**src/rtl/dmem_pkg.sv**
```systemverilog
// Shared types and widths for the data-memory responder and its storage array.
package dmem_pkg;

  localparam int unsigned WORD_W     = 32;
  localparam int unsigned BE_W       = 4;
  localparam int unsigned WAIT_CNT_W = 4;

  typedef enum logic [1:0] {
    StIdle,
    StWait,
    StResp
  } dmem_state_t;

endpackage

```
**src/rtl/dmem_array.sv**
```systemverilog
// Single-port word storage with byte-lane write enables and a registered read port.
// Contents are deliberately never reset.
module dmem_array
  import dmem_pkg::*;
#(
  parameter int unsigned DEPTH_WORDS = 64,
  parameter int unsigned IDX_W       = 6
) (
  input  logic              clk,
  input  logic              en,
  input  logic              we,
  input  logic [BE_W-1:0]   be,
  input  logic [IDX_W-1:0]  idx,
  input  logic [WORD_W-1:0] wdata,
  output logic [WORD_W-1:0] rdata
);

  logic [WORD_W-1:0] mem_q [DEPTH_WORDS];
  logic [WORD_W-1:0] rdata_q;

  always_ff @(posedge clk) begin
    if (en) begin
      if (we) begin
        for (int i = 0; i < int'(BE_W); i++) begin
          if (be[i]) begin
            mem_q[idx][8*i +: 8] <= wdata[8*i +: 8];
          end
        end
      end else begin
        rdata_q <= mem_q[idx];
      end
    end
  end

  assign rdata = rdata_q;

endmodule

```
**src/rtl/dmem_responder.sv**
```systemverilog
// MEM-stage data-memory responder: valid/ready request, fixed latency, one-cycle response.
// Define DMEM_ERR_EN to reject misaligned and out-of-range requests with resp_err.
module dmem_responder
  import dmem_pkg::*;
#(
  parameter int unsigned DEPTH_WORDS = 64,
  parameter int unsigned WAIT_CYCLES = 2
) (
  input  logic              clk,
  input  logic              rst,
  input  logic              req_valid,
  input  logic              req_write,
  input  logic [WORD_W-1:0] req_addr,
  input  logic [WORD_W-1:0] req_wdata,
  input  logic [BE_W-1:0]   req_be,
  output logic              req_ready,
  output logic              resp_valid,
  output logic [WORD_W-1:0] resp_rdata,
  output logic              resp_err
);

  localparam int unsigned IdxW     = $clog2(DEPTH_WORDS);
  localparam bit          ZeroWait = (WAIT_CYCLES == 0);
  localparam logic [WAIT_CNT_W-1:0] CntInit =
      ZeroWait ? '0 : WAIT_CNT_W'(WAIT_CYCLES - 32'd1);

  dmem_state_t state_q, state_d;
  logic [WAIT_CNT_W-1:0] cnt_q, cnt_d;
  logic accept;

  logic              lat_write_q;
  logic [WORD_W-1:0] lat_addr_q;
  logic [WORD_W-1:0] lat_wdata_q;
  logic [BE_W-1:0]   lat_be_q;

  logic err_q;
  logic rd_ok_q;

  logic              acc_write;
  logic [WORD_W-1:0] acc_addr;
  logic [WORD_W-1:0] acc_wdata;
  logic [BE_W-1:0]   acc_be;
  logic              acc_err;
  logic              access;
  logic [WORD_W-1:0] arr_rdata;

  // With zero latency the access happens on the accepting edge, so use the live request.
  always_comb begin
    acc_write = lat_write_q;
    acc_addr  = lat_addr_q;
    acc_wdata = lat_wdata_q;
    acc_be    = lat_be_q;
    if (state_q == StIdle) begin
      acc_write = req_write;
      acc_addr  = req_addr;
      acc_wdata = req_wdata;
      acc_be    = req_be;
    end
  end

`ifdef DMEM_ERR_EN
  assign acc_err = (acc_addr[1:0] != 2'b00) || (|acc_addr[WORD_W-1:IdxW+2]);
`else
  logic unused_addr;
  assign acc_err     = 1'b0;
  assign unused_addr = ^{acc_addr[WORD_W-1:IdxW+2], acc_addr[1:0]};
`endif

  assign access = !rst &&
                  ((ZeroWait && (state_q == StIdle) && req_valid) ||
                   ((state_q == StWait) && (cnt_q == '0)));

  always_comb begin
    state_d = state_q;
    cnt_d   = cnt_q;
    accept  = 1'b0;
    unique case (state_q)
      StIdle: begin
        if (req_valid) begin
          accept = 1'b1;
          if (ZeroWait) begin
            state_d = StResp;
          end else begin
            state_d = StWait;
            cnt_d   = CntInit;
          end
        end
      end
      StWait: begin
        if (cnt_q == '0) begin
          state_d = StResp;
        end else begin
          cnt_d = cnt_q - 1'b1;
        end
      end
      StResp: begin
        state_d = StIdle;
      end
      default: begin
        state_d = StIdle;
      end
    endcase
  end

  always_ff @(posedge clk or posedge rst) begin
    if (rst) begin
      state_q     <= StIdle;
      cnt_q       <= '0;
      lat_write_q <= 1'b0;
      lat_addr_q  <= '0;
      lat_wdata_q <= '0;
      lat_be_q    <= '0;
      err_q       <= 1'b0;
      rd_ok_q     <= 1'b0;
    end else begin
      state_q <= state_d;
      cnt_q   <= cnt_d;
      if (accept) begin
        lat_write_q <= req_write;
        lat_addr_q  <= req_addr;
        lat_wdata_q <= req_wdata;
        lat_be_q    <= req_be;
      end
      if (access) begin
        err_q   <= acc_err;
        rd_ok_q <= !acc_write && !acc_err;
      end
    end
  end

  dmem_array #(
    .DEPTH_WORDS(DEPTH_WORDS),
    .IDX_W      (IdxW)
  ) u_array (
    .clk  (clk),
    .en   (access && !acc_err),
    .we   (acc_write),
    .be   (acc_be),
    .idx  (acc_addr[IdxW+1:2]),
    .wdata(acc_wdata),
    .rdata(arr_rdata)
  );

  // Array read register only changes on loads; rd_ok_q masks it to zero for stores/errors.
  assign req_ready  = (state_q == StIdle);
  assign resp_valid = (state_q == StResp);
  assign resp_rdata = rd_ok_q ? arr_rdata : '0;
  assign resp_err   = err_q;

endmodule

```
**config.mk**
```make
export PLATFORM = sky130hd
export DESIGN_NAME = dmem_responder
export DESIGN_NICKNAME = d
export VERILOG_FILES = /design/src/rtl/dmem_pkg.sv /design/src/rtl/dmem_array.sv /design/src/rtl/dmem_responder.sv
export SDC_FILE = /design/constraint.sdc
export NUM_CORES = 2
export LEC_CHECK = 0
export CAP_MARGIN = 15
export CORE_ASPECT_RATIO = 0.7
export CORE_MARGIN = 8
export CORE_UTILIZATION = 55
export DETAILED_ROUTE_END_ITERATION = 7
export GPL_ROUTABILITY_DRIVEN = 0
export PLACE_DENSITY = 0.73
export REMOVE_ABC_BUFFERS = 1
export SKIP_LAST_GASP = 1
export SYNTH_ARGS = -nofsm -noshare
export SYNTH_HDL_FRONTEND = slang
export SYNTH_SLANG_ARGS = --single-unit
export TNS_END_PERCENT = 1
```
**constraint.sdc**
```tcl
create_clock -name clk -period 3.4 [get_ports clk]
set_input_delay 0.68 -clock clk [delete_from_list [all_inputs] [get_ports clk]]
set_output_delay 0.68 -clock clk [all_outputs]
set_load 0.03 [all_outputs]
```
==> results.json <==
{
  "hold_viol": 0,
  "antenna_found_initial": 8,
  "vias": 53100,
  "ir_drop_mv": 0.824,
  "ys_ff_latch": 2130,
  "path_max_fanout": 25,
  "grt.overflow.total": 0,
  "synth_top_area_frac": 0.765,
  "crit_slowest_cell": "clkdlybuf4s50_1",
  "post-place-ws_ns": -0.510,
  "grt_max_degree": 65,
  "power_mw": 82.8,
  "htree_levels": 4,
  "finalSetupViolations": 1,
  "ys_top_cells_by_count": "edfxtp_1, nand2_1, o21ai_0, a22oi_1, nand3_1",
  "cts_buffers": 184,
  "dr.max_layer_used": "met5",
  "multiInputGateArea_um2": 16400,
  "setup_slack_ns": -0.0110,
  "wl_met2_mm": 104,
  "synth_top_family_by_area": "compound AO/OA/AOI/OAI gates",
  "clock_path_buffers": 3,
  "cts_root_buf": "clkbuf_16",
  "hpwl_mm": 149,
  "endpoint_kind": "primary output",
  "crit_path_cell_trace": "buf_12 -> and2_1 -> clkdlybuf4s50_1",
  "start_kind": "register",
  "synth_compound_area_frac": 0.109,
  "p_seq_frac": 0.416,
  "synthTopCellsByArea": "edfxtp_1, a22oi_1, o21ai_0, nand2_1, nand3_1",
  "met1Wirelength_mm": 87.8,
  "r2r-end": "u_array.rdata[31]",
  "synth_seq_area_share": 0.780,
  "switchingPower_mw": 28.5,
  "cts_tree": "built",
  "syn_avg_cell_area_um2": 15.4,
  "drv_slew": 0,
  "drt_wl_total_mm": 235,
  "cp_slowest_stage_delay_ns": 0.73,
  "drc": 0,
  "clock_latency_ns": 0.82,
  "fin_tns_setup_ns": -0.0110,
  "wl_per_cell_um": 28.8,
  "r2r-start": "state_q[0]",
  "drt_iter0_drc": 8504,
  "dpl.cell_count": 7791,
  "fin_util": 0.654,
  "worstPathRequired_ns": 2.72,
  "fin_cells": 8138,
  "ff2ff_setup_slack_ns": 0.04,
  "ios": 107,
  "regArea_um2": 63700,
  "power.switching_fraction": 0.344,
  "violations": "setup timing",
  "synth_most_common_cell": "edfxtp_1",
  "timing.critical_path.buf_inv": 2,
  "holdWs_ns": 0.361,
  "hp-class": "in2async",
  "synth-adder-area-share": 0.000306,
  "netlist_instances": 5304,
  "post-route-min-period_ns": 3.41,
  "track_usage": 0.281,
  "grt_pass1_wl_mm": 341,
  "vias_per_cell": 6.53,
  "synth-simple-area-share": 0.0762,
  "finalInstanceArea_um2": 96600,
  "p_leak_nw": 32.2,
  "synth_flop_cell": "edfxtp_1",
  "ys_types": 55,
  "combPwrFrac": 0.333,
  "core_area_um2": 148000,
  "grt_pass1_vias": 50900,
  "num-fill-cells": 9952,
  "final.period_utilization": 1.00,
  "die_width_um": 477,
  "numPortBuffers": 79,
  "ys.warnings.count": 0,
  "ff2ff_path_depth": 12,
  "outcome": "complete, but fails checks",
  "fmax_mhz": 293,
  "synth_xor_xnor_area_share": 0,
  "synth_area_leader_cell": "edfxtp_1",
  "async_flop_share": 0.0235,
  "worstMarginPinSlew_ns": 1.18,
  "drive_above_1_share": 0.196,
  "die_area_um2": 161000,
  "die_h_um": 338,
  "criticalPathCategory": "reg2out",
  "intPower_mw": 54.4,
  "wl_met3_mm": 33.8,
  "first_pass_iters": 6,
  "cts.clk_slew.worst_paths_ns": 0.07,
  "rows": 118,
  "crit_arrival_ns": 2.73,
  "cts_sinks": 2130,
  "skew_ns": 0.0393,
  "rsz0062_at_grt": "true",
  "start_util": 0.553,
  "synth_mux_area_frac": 0.0116,
  "pwr-share-clk": 0.250,
  "power_density_nw_per_um2": 857,
  "placed_cell_area_um2": 90700,
  "synth_area_um2": 81700,
  "synth-edff-count": 2080,
  "ant_nets": 0,
  "maxCapViolations": 0,
  "final_nets": 6075,
  "syn2layout_area_growth_pct": 18.3,
  "maxSlewHeadroom": 0.216,
  "path_delay_family": "buffers and inverters"
}
-- worst register-to-register path: stages, from the launching register on --
cell and delay (ns):
dfrtp_1 0.46, buf_4 0.21, o21ai_4 0.13, buf_4 0.26, o22ai_4 0.14, buf_12 0.23, buf_4 0.20, buf_4 0.13
a22o_1 0.22, a221oi_1 0.30, a31oi_1 0.30, a21oi_2 0.32, nand4_1 0.20
-- flip-flops by register name, summed over array words and instances, names as in the netlist --
| signal | cells |
|---|---|
| u_array.rdata | 32 |
| lat_addr_q | 6 |
| rd_ok_q | 1 |
| lat_wdata_q | 32 |
| cnt_q | 4 |
| u_array.mem_q | 2048 |
| lat_be_q | 4 |
| state_q | 2 |
| lat_write_q | 1 |
-- layout by cell type, fill, tap and decap left out, drive strengths merged, types with 11 or more instances in the layout --
master,count
a221oi,83
or4,11
and2,35
nand3,340
clkdlybuf4s50,77
a2bb2oi,17
nor3,196
a22oi,439
a31o,18
edfxtp,2080
a21oi,95
mux2,80
o22ai,17
nor2,142
nand2,515
clkinv,86
a31oi,12
a22o,120
o21ai,536
dfrtp,50
nand4,59
bufinv,17
nand4b,17
buf,813
inv,14
clkbuf,218
-- worst max path at each step --
stage,cells after the start,from,end
2_1_floorplan,4,req_addr[4],u_array.mem_q[40][0]
3_3_place_gp,8,req_addr[4],u_array.mem_q[39][30]
3_5_place_dp,11,req_addr[3],u_array.rdata[31]
4_1_cts,12,state_q[0],u_array.rdata[31]
5_1_grt,3,rd_ok_q,resp_rdata[25]
6_report,3,rd_ok_q,resp_rdata[25]
-- power by group through the flow --
stage / Clock [mW] / Sequential [mW] / Combinational [mW]
after floorplan: 0 / 34.9 / 12.3
after global placement: 0 / 35.0 / 26.3
after detailed placement: 0 / 35.0 / 26.9
after CTS: 20.8 / 34.5 / 27.1
after global routing: 21.8 / 34.5 / 28.9
final: 20.7 / 34.5 / 27.6
-- metal layers --
metal  vias up  track usage
met3       522       0.0727
met5         -            0
li1      22300            -
met1     26200        0.405
met2      4044        0.419
met4         4        0.102
-- repair_timing --
item	CTS	global route
pin swaps	0	1
hold buffers	0	0
gates resized for setup	1	2
buffers inserted	0	2
setup endpoints to repair	4	18
-- layout make-up --
| type | instances | share of cell area |
|---|---|---|
| inverters | 4 | 0.000155 |
| clock buffers | 217 | 0.0496 |
| flip-flops and latches | 2130 | 0.659 |
| repair buffers | 893 | 0.0846 |
| multi-input cells | 2788 | 0.170 |
| well taps | 1980 | 0.0256 |
| clock inverters | 121 | 0.0109 |
| diodes | 5 | 0.000129 |
-- logic make-up after synthesis --
| logic type | after synthesis |
|---|---|
| adders and majority gates | 2 |
| AOI/OAI and AO/OA | 1352 |
| other | 1 |
| DFF | 2130 |
| muxes | 85 |
| and+or+nand+nor | 1348 |
| buffers and inverters | 386 |
Note: power is estimated with default switching activity, not from simulation.
